==> config.mk <==
export PLATFORM = sky130hd
export DESIGN_NAME = wb_xbar_n
export DESIGN_NICKNAME = d
export VERILOG_FILES = /design/src/rtl/wb_xbar_pkg.sv /design/src/rtl/wb_xbar_decode.sv /design/src/rtl/wb_xbar_n.sv
export SDC_FILE = /design/constraint.sdc
export NUM_CORES = 1
export LEC_CHECK = 0
export BUFFER_PORTS_ARGS = -buffer_cell sky130_fd_sc_hd__buf_2
export CAP_MARGIN = 20
export CORE_MARGIN = 1.5
export CORE_UTILIZATION = 45
export CTS_BUF_LIST = sky130_fd_sc_hd__clkbuf_2 sky130_fd_sc_hd__clkbuf_4 sky130_fd_sc_hd__clkbuf_8
export DETAILED_ROUTE_END_ITERATION = 8
export PLACE_DENSITY = 0.79
export SYNTH_ARGS = -nofsm -noshare
export SYNTH_HDL_FRONTEND = slang
export SYNTH_SLANG_ARGS = --single-unit
==> constraint.sdc <==
create_clock -name clk_i -period 5.15 [get_ports clk_i]
set_input_delay 1.03 -clock clk_i [delete_from_list [all_inputs] [get_ports clk_i]]
set_output_delay 1.03 -clock clk_i [all_outputs]
set_load 0.05 [all_outputs]
==> src/rtl/wb_xbar_pkg.sv <==
// wb_xbar_pkg: shared types and helpers for the wb_xbar_n crossbar.
//   state_t      access FSM states (IDLE/REQ/RESP)
//   clog2        constant-evaluable ceiling log2, used to size the timeout counter
//   DEF_*        default widths/port count used by wb_xbar_n parameters
package wb_xbar_pkg;

    localparam int unsigned DEF_NSUB = 3;
    localparam int unsigned DEF_AW   = 32;
    localparam int unsigned DEF_DW   = 32;

    typedef enum logic [1:0] {
        ST_IDLE = 2'd0,
        ST_REQ  = 2'd1,
        ST_RESP = 2'd2
    } state_t;

    // Ceiling log2; clog2(1) = 0.
    function automatic int unsigned clog2(input int unsigned v);
        int unsigned r;
        int unsigned x;
        r = 0;
        x = 1;
        while (x < v) begin
            x = x << 1;
            r = r + 1;
        end
        return r;
    endfunction

endpackage

==> src/rtl/wb_xbar_decode.sv <==
// wb_xbar_decode: address window decoder for wb_xbar_n.
//   adr     in   AW    byte address to decode
//   hit_c   out  NSUB  one-hot window hit; overlapping windows resolve to the lowest index
//   miss_c  out  1     no window matched
// Window i matches when (adr & MASKS[i]) == BASES[i]. Purely combinational.
module wb_xbar_decode
    import wb_xbar_pkg::*;
#(
    parameter int unsigned        NSUB  = DEF_NSUB,
    parameter int unsigned        AW    = DEF_AW,
    parameter logic [NSUB*AW-1:0] BASES = '0,
    parameter logic [NSUB*AW-1:0] MASKS = '0
) (
    input  logic [AW-1:0]   adr,
    output logic [NSUB-1:0] hit_c,
    output logic            miss_c
);

    // Priority scan: the first matching window claims the access.
    always_comb begin
        logic found;
        found = 1'b0;
        hit_c = '0;
        for (int i = 0; i < int'(NSUB); i++) begin
            if (!found && ((adr & MASKS[i*AW +: AW]) == BASES[i*AW +: AW])) begin
                hit_c[i] = 1'b1;
                found    = 1'b1;
            end
        end
        miss_c = !found;
    end

endmodule

==> src/rtl/wb_xbar_n.sv <==
// wb_xbar_n: one pipelined Wishbone slave port fanned out to NSUB Wishbone master
// ports, each owning a base/mask address window. One access in flight.
//   clk_i, rst_i                    clock, asynchronous active-high reset
//   s_cyc_i/s_stb_i/s_we_i          slave request
//   s_adr_i, s_dat_i, s_sel_i       slave address, write data, byte selects
//   s_ack_o, s_err_o                single-cycle response strobes
//   s_stall_o                       slave pipeline stall
//   s_dat_o                         read data, valid with s_ack_o
//   m_cyc_o, m_stb_o                per-submap request (one-hot)
//   m_we_o, m_adr_o, m_dat_o, m_sel_o  shared towards all submaps (full byte address)
//   m_dat_i                         submap read data, submap i at [i*DW +: DW]
//   m_ack_i, m_err_i                per-submap responses
// Decode misses answer with s_err_o; dropping s_cyc_i while a submap is being
// asked aborts the access without a slave response.
// Optional: define WB_XBAR_TIMEOUT_EN to force an error when a submap stays
// silent for TIMEOUT request cycles; otherwise the request waits indefinitely.
module wb_xbar_n
    import wb_xbar_pkg::*;
#(
    parameter int unsigned        NSUB    = DEF_NSUB,
    parameter int unsigned        AW      = DEF_AW,
    parameter int unsigned        DW      = DEF_DW,
    parameter logic [NSUB*AW-1:0] BASES   = '0,
    parameter logic [NSUB*AW-1:0] MASKS   = '0,
    parameter int unsigned        TIMEOUT = 255,
    localparam int unsigned       SW      = DW / 8
) (
    input  logic                 clk_i,
    input  logic                 rst_i,
    input  logic                 s_cyc_i,
    input  logic                 s_stb_i,
    input  logic                 s_we_i,
    input  logic [AW-1:0]        s_adr_i,
    input  logic [DW-1:0]        s_dat_i,
    input  logic [SW-1:0]        s_sel_i,
    output logic                 s_ack_o,
    output logic                 s_err_o,
    output logic                 s_stall_o,
    output logic [DW-1:0]        s_dat_o,
    output logic [NSUB-1:0]      m_cyc_o,
    output logic [NSUB-1:0]      m_stb_o,
    output logic                 m_we_o,
    output logic [AW-1:0]        m_adr_o,
    output logic [DW-1:0]        m_dat_o,
    output logic [SW-1:0]        m_sel_o,
    input  logic [NSUB*DW-1:0]   m_dat_i,
    input  logic [NSUB-1:0]      m_ack_i,
    input  logic [NSUB-1:0]      m_err_i
);

    state_t            state_q, state_d;
    logic [NSUB-1:0]   hit_q, hit_d;
    logic              miss_q, miss_d;
    logic              err_q, err_d;
    logic [DW-1:0]     rdat_q, rdat_d;

    logic              we_d;
    logic [AW-1:0]     adr_d;
    logic [DW-1:0]     wdat_d;
    logic [SW-1:0]     sel_d;
    logic [NSUB-1:0]   mcyc_d;
    logic              stall_d;
    logic              ack_d;
    logic              serr_d;
    logic [DW-1:0]     sdat_d;

    logic [NSUB-1:0]   dec_hit_c;
    logic              dec_miss_c;
    logic              sel_ack_c;
    logic              sel_err_c;
    logic [DW-1:0]     sel_dat_c;
    logic              tmo_hit_c;

    wb_xbar_decode #(
        .NSUB  (NSUB),
        .AW    (AW),
        .BASES (BASES),
        .MASKS (MASKS)
    ) u_decode (
        .adr    (s_adr_i),
        .hit_c  (dec_hit_c),
        .miss_c (dec_miss_c)
    );

    // Response of the selected submap only; other submaps are ignored.
    assign sel_ack_c = |(m_ack_i & hit_q);
    assign sel_err_c = |(m_err_i & hit_q);

    always_comb begin
        sel_dat_c = '0;
        for (int i = 0; i < int'(NSUB); i++) begin
            if (hit_q[i]) begin
                sel_dat_c = sel_dat_c | m_dat_i[i*DW +: DW];
            end
        end
    end

`ifdef WB_XBAR_TIMEOUT_EN
    localparam int unsigned TW = (clog2(TIMEOUT + 1) > 0) ? clog2(TIMEOUT + 1) : 1;

    logic [TW-1:0] tmo_cnt_q;

    // Held at zero outside REQ, so every access starts counting from zero.
    always_ff @(posedge clk_i or posedge rst_i) begin
        if (rst_i) begin
            tmo_cnt_q <= '0;
        end else if (state_q != ST_REQ) begin
            tmo_cnt_q <= '0;
        end else begin
            tmo_cnt_q <= tmo_cnt_q + TW'(1);
        end
    end

    // True in the TIMEOUT-th REQ cycle.
    assign tmo_hit_c = (state_q == ST_REQ) && (tmo_cnt_q == TW'(TIMEOUT - 1));
`else
    logic unused_tmo_c;
    assign unused_tmo_c = ^TIMEOUT;
    assign tmo_hit_c    = 1'b0;
`endif

    // State and registered outputs.
    always_ff @(posedge clk_i or posedge rst_i) begin
        if (rst_i) begin
            state_q   <= ST_IDLE;
            hit_q     <= '0;
            miss_q    <= 1'b0;
            err_q     <= 1'b0;
            rdat_q    <= '0;
            m_we_o    <= 1'b0;
            m_adr_o   <= '0;
            m_dat_o   <= '0;
            m_sel_o   <= '0;
            m_cyc_o   <= '0;
            m_stb_o   <= '0;
            s_stall_o <= 1'b0;
            s_ack_o   <= 1'b0;
            s_err_o   <= 1'b0;
            s_dat_o   <= '0;
        end else begin
            state_q   <= state_d;
            hit_q     <= hit_d;
            miss_q    <= miss_d;
            err_q     <= err_d;
            rdat_q    <= rdat_d;
            m_we_o    <= we_d;
            m_adr_o   <= adr_d;
            m_dat_o   <= wdat_d;
            m_sel_o   <= sel_d;
            m_cyc_o   <= mcyc_d;
            m_stb_o   <= mcyc_d;
            s_stall_o <= stall_d;
            s_ack_o   <= ack_d;
            s_err_o   <= serr_d;
            s_dat_o   <= sdat_d;
        end
    end

    // Next state and next register values. The slave response is loaded while
    // in RESP, so it strobes during the first IDLE cycle that follows.
    always_comb begin
        state_d = state_q;
        hit_d   = hit_q;
        miss_d  = miss_q;
        err_d   = err_q;
        rdat_d  = rdat_q;
        we_d    = m_we_o;
        adr_d   = m_adr_o;
        wdat_d  = m_dat_o;
        sel_d   = m_sel_o;
        mcyc_d  = '0;
        stall_d = 1'b0;
        ack_d   = 1'b0;
        serr_d  = 1'b0;
        sdat_d  = '0;

        case (state_q)
            ST_IDLE: begin
                if (s_cyc_i && s_stb_i) begin
                    hit_d   = dec_hit_c;
                    miss_d  = dec_miss_c;
                    err_d   = 1'b0;
                    rdat_d  = '0;
                    we_d    = s_we_i;
                    adr_d   = s_adr_i;
                    wdat_d  = s_dat_i;
                    sel_d   = s_sel_i;
                    stall_d = 1'b1;
                    if (dec_miss_c) begin
                        state_d = ST_RESP;
                    end else begin
                        state_d = ST_REQ;
                        mcyc_d  = dec_hit_c;
                    end
                end
            end

            ST_REQ: begin
                stall_d = 1'b1;
                if (!s_cyc_i) begin
                    // Host abandoned the cycle: release the submap, no response.
                    state_d = ST_IDLE;
                    stall_d = 1'b0;
                end else if (sel_ack_c || sel_err_c) begin
                    err_d   = sel_err_c;
                    rdat_d  = sel_dat_c;
                    state_d = ST_RESP;
                end else if (tmo_hit_c) begin
                    err_d   = 1'b1;
                    rdat_d  = '0;
                    state_d = ST_RESP;
                end else begin
                    mcyc_d = hit_q;
                end
            end

            ST_RESP: begin
                state_d = ST_IDLE;
                ack_d   = !(err_q || miss_q);
                serr_d  = err_q || miss_q;
                sdat_d  = (m_we_o || err_q || miss_q) ? '0 : rdat_q;
            end

            default: begin
                state_d = ST_IDLE;
            end
        endcase
    end

endmodule

==> results.json <==
{
  "crit_fanout": 2,
  "holdWs_ns": 0.485,
  "cts_buffer_depth": 2,
  "ys_types": 28,
  "ys.flop_type": "dfrtp_1",
  "final_nets": 708,
  "p_sw_uw": 1050,
  "antenna_found_initial": 1,
  "dpl.hpwl_um": 7880,
  "place_congestion": 0.772,
  "dieArea_mm2": 0.0127,
  "wirelength_um": 11300,
  "critPathTopFamily": "flip-flops",
  "holdCritStartpoint": "rdat_q[6]$_DFFE_PP0P_",
  "seq_power_share_pct": 44.1,
  "fin_crit_ns": 2.12,
  "hold_violations": 0,
  "cts_root_buf": "clkbuf_8",
  "multiInputGateArea_mm2": 0.00167,
  "cp_data_required_time_ns": 4.12,
  "async_flop_share_pct": 100,
  "seq_area_frac_synth_pct": 65.0,
  "fillers": 927,
  "syn_area_mm2": 0.00543,
  "worstSetupEndpointType": "output port",
  "drt_iter0_drc": 156,
  "synth-seq-cells": 141,
  "seq_area_mm2": 0.00353,
  "dr.pass1.iters": 4,
  "outcome": "completed",
  "avgSynthCellArea_um2": 17.0,
  "row_count": 39,
  "timing.slew.headroom_pct": 41.7,
  "path_clk_slew_ns": 0.07,
  "drive_gt1_share_pct": 59.3,
  "h-tree-depth": 4,
  "power.internal_uw": 1950,
  "final_cell_mix": "buf_2, dfrtp_1, mux2_4",
  "p_clk_share_pct": 27.2,
  "synth-edff-count": 0,
  "clkSinkCount": 141,
  "fin_util_pct": 59.1,
  "area_growth_pct": 26.5,
  "ir_worst_vdd_mv": 0.257,
  "portBuffers": 212,
  "leakagePower_uw": 0.00369,
  "overflow": 0,
  "fin_crit_sh_pct": 41.1,
  "die_y_um": 113,
  "ios": 285,
  "arrival_ns": 1.09,
  "fmax_ghz": 0.473,
  "fin_skew_ns": 0.00817,
  "cp-startpoint": "m_dat_o[7]$_DFFE_PP0P_",
  "clk_latency_ns": 0.43,
  "finalSetupViolations": 0,
  "tns_ns": 0,
  "tightestPinTransition_ns": 0.874,
  "grt_pass1_vias": 3480,
  "worstSetupStartpointType": "flop",
  "drcViolationCount": 0,
  "cts_buffers": 17,
  "ctsResizeCount": 0,
  "cts_setup_buffers": 0,
  "core-area_mm2": 0.0116,
  "swShare_pct": 34.9,
  "antenna_cells": 0,
  "final_antenna_net_count": 0,
  "start_util_pct": 46.7,
  "syn_inst": 319,
  "crit_chain": "buf_2",
  "worstReg2RegStart": "state_q[0]$_DFFE_PP0P_",
  "p_per_area_mw_per_mm2": 436,
  "cpMaxStageDelayCell": "dfrtp_1",
  "combPwrFrac_pct": 28.7,
  "holdBufCountCts": 0,
  "slowest_delay_ns": 0.39,
  "power_uw": 2990,
  "gr-usage-all-layers_pct": 18.7,
  "mostFrequentLayoutCell": "buf_2",
  "max-cap-violations": 0,
  "grt_first_pass_wirelength_um": 18000,
  "drt-wirelength-per-cell_um": 16.4,
  "cts_tree": "done",
  "rsz0062_at_grt": "false",
  "min_path_type": "reg2reg",
  "die_w_um": 113,
  "finalMaxSlewViolations": 0,
  "avgViaCountPerCell": 4.84,
  "path_buf_inv": 1,
  "vias": 3328,
  "grt_max_degree": 101,
  "synth_warnings": 0,
  "crit_type": "reg2out"
}
-- worst paths after layout --
| check | end | slack [ns] | depth (start not counted) |
|---|---|---|---|
| hold / removal | s_dat_o[6]$_DFF_PP0_ | 0.48 | 1 |
| hold reg to reg | s_dat_o[6]$_DFF_PP0_ | 0.48 | 1 |
| max in group asynchronous | s_dat_o[27]$_DFF_PP0_ | 3.29 | 3 |
| min in group asynchronous | m_dat_o[0]$_DFFE_PP0P_ | 0.79 | 2 |
| setup / recovery | m_dat_o[7] | 3.03 | 1 |
| setup reg to reg | m_sel_o[1]$_DFFE_PP0P_ | 3.33 | 3 |
-- cell usage after synthesis (2+ instances only) --
cell type	instances	share of area, %
and2_1	32	3.7
dfrtp_1	141	65
buf_4	5	0.69
a22o_1	32	5.2
clkbuf_2	2	0.18
mux2_4	68	19
buf_12	7	2.6
or2_2	2	0.23
inv_1	3	0.21
nor2_1	3	0.21
buf_2	7	0.65
-- logic make-up after synthesis --
family / after synthesis / synth area share, %
muxes: 69 / 19.0
buffers and inverters: 26 / 4.59
DFF: 141 / 65.0
and+or+nand+nor: 46 / 5.55
AOI/OAI and AO/OA: 36 / 5.78
other: 1 / 0.0691
-- per-stage QoR --
stage | cells | area (um2) | setup slack, ns
after floorplan | 322 | 5440 | 0.339
after global placement | 657 | 6490 | 2.71
after detailed placement | 657 | 6490 | 2.67
after CTS | 688 | 6870 | 3.00
after global routing | 688 | 6870 | 2.98
final | 688 | 6870 | 3.03
-- routing by layer --
| layer | wire length, um | track usage, % |
|---|---|---|
| met5 | 8 | 0 |
| met4 | 197 | 8.27 |
| met3 | 1050 | 7.39 |
| met2 | 5260 | 28.3 |
| met1 | 4790 | 23.9 |
-- cell type report --
cell class / instances / share of cell area, %
Inverter: 3 / 0.237
Sequential cell: 141 / 51.4
Clock inverter: 10 / 1.33
Multi-Input combinational cell: 155 / 24.3
Clock buffer: 21 / 4.12
Tap cell: 143 / 2.61
Timing Repair Buffer: 215 / 16.0
-- sequential cells by signal, indices dropped and copies added, names as in the netlist, 2 cells and up --
signal and flops:
state_q 2, m_sel_o 4, m_adr_o 32, s_dat_o 32
m_dat_o 32, rdat_q 32
-- power groups by stage --
stage               sequential [uW]  clock [uW]  combinational (uW)
floorplan                      1740           0                 267
CTS                            1320         847                 868
global placement               1330           0                 857
finish                         1320         814                 860
global route                   1340         899                 900
detailed placement             1340           0                 864
Power figures use the tool's default switching activity.
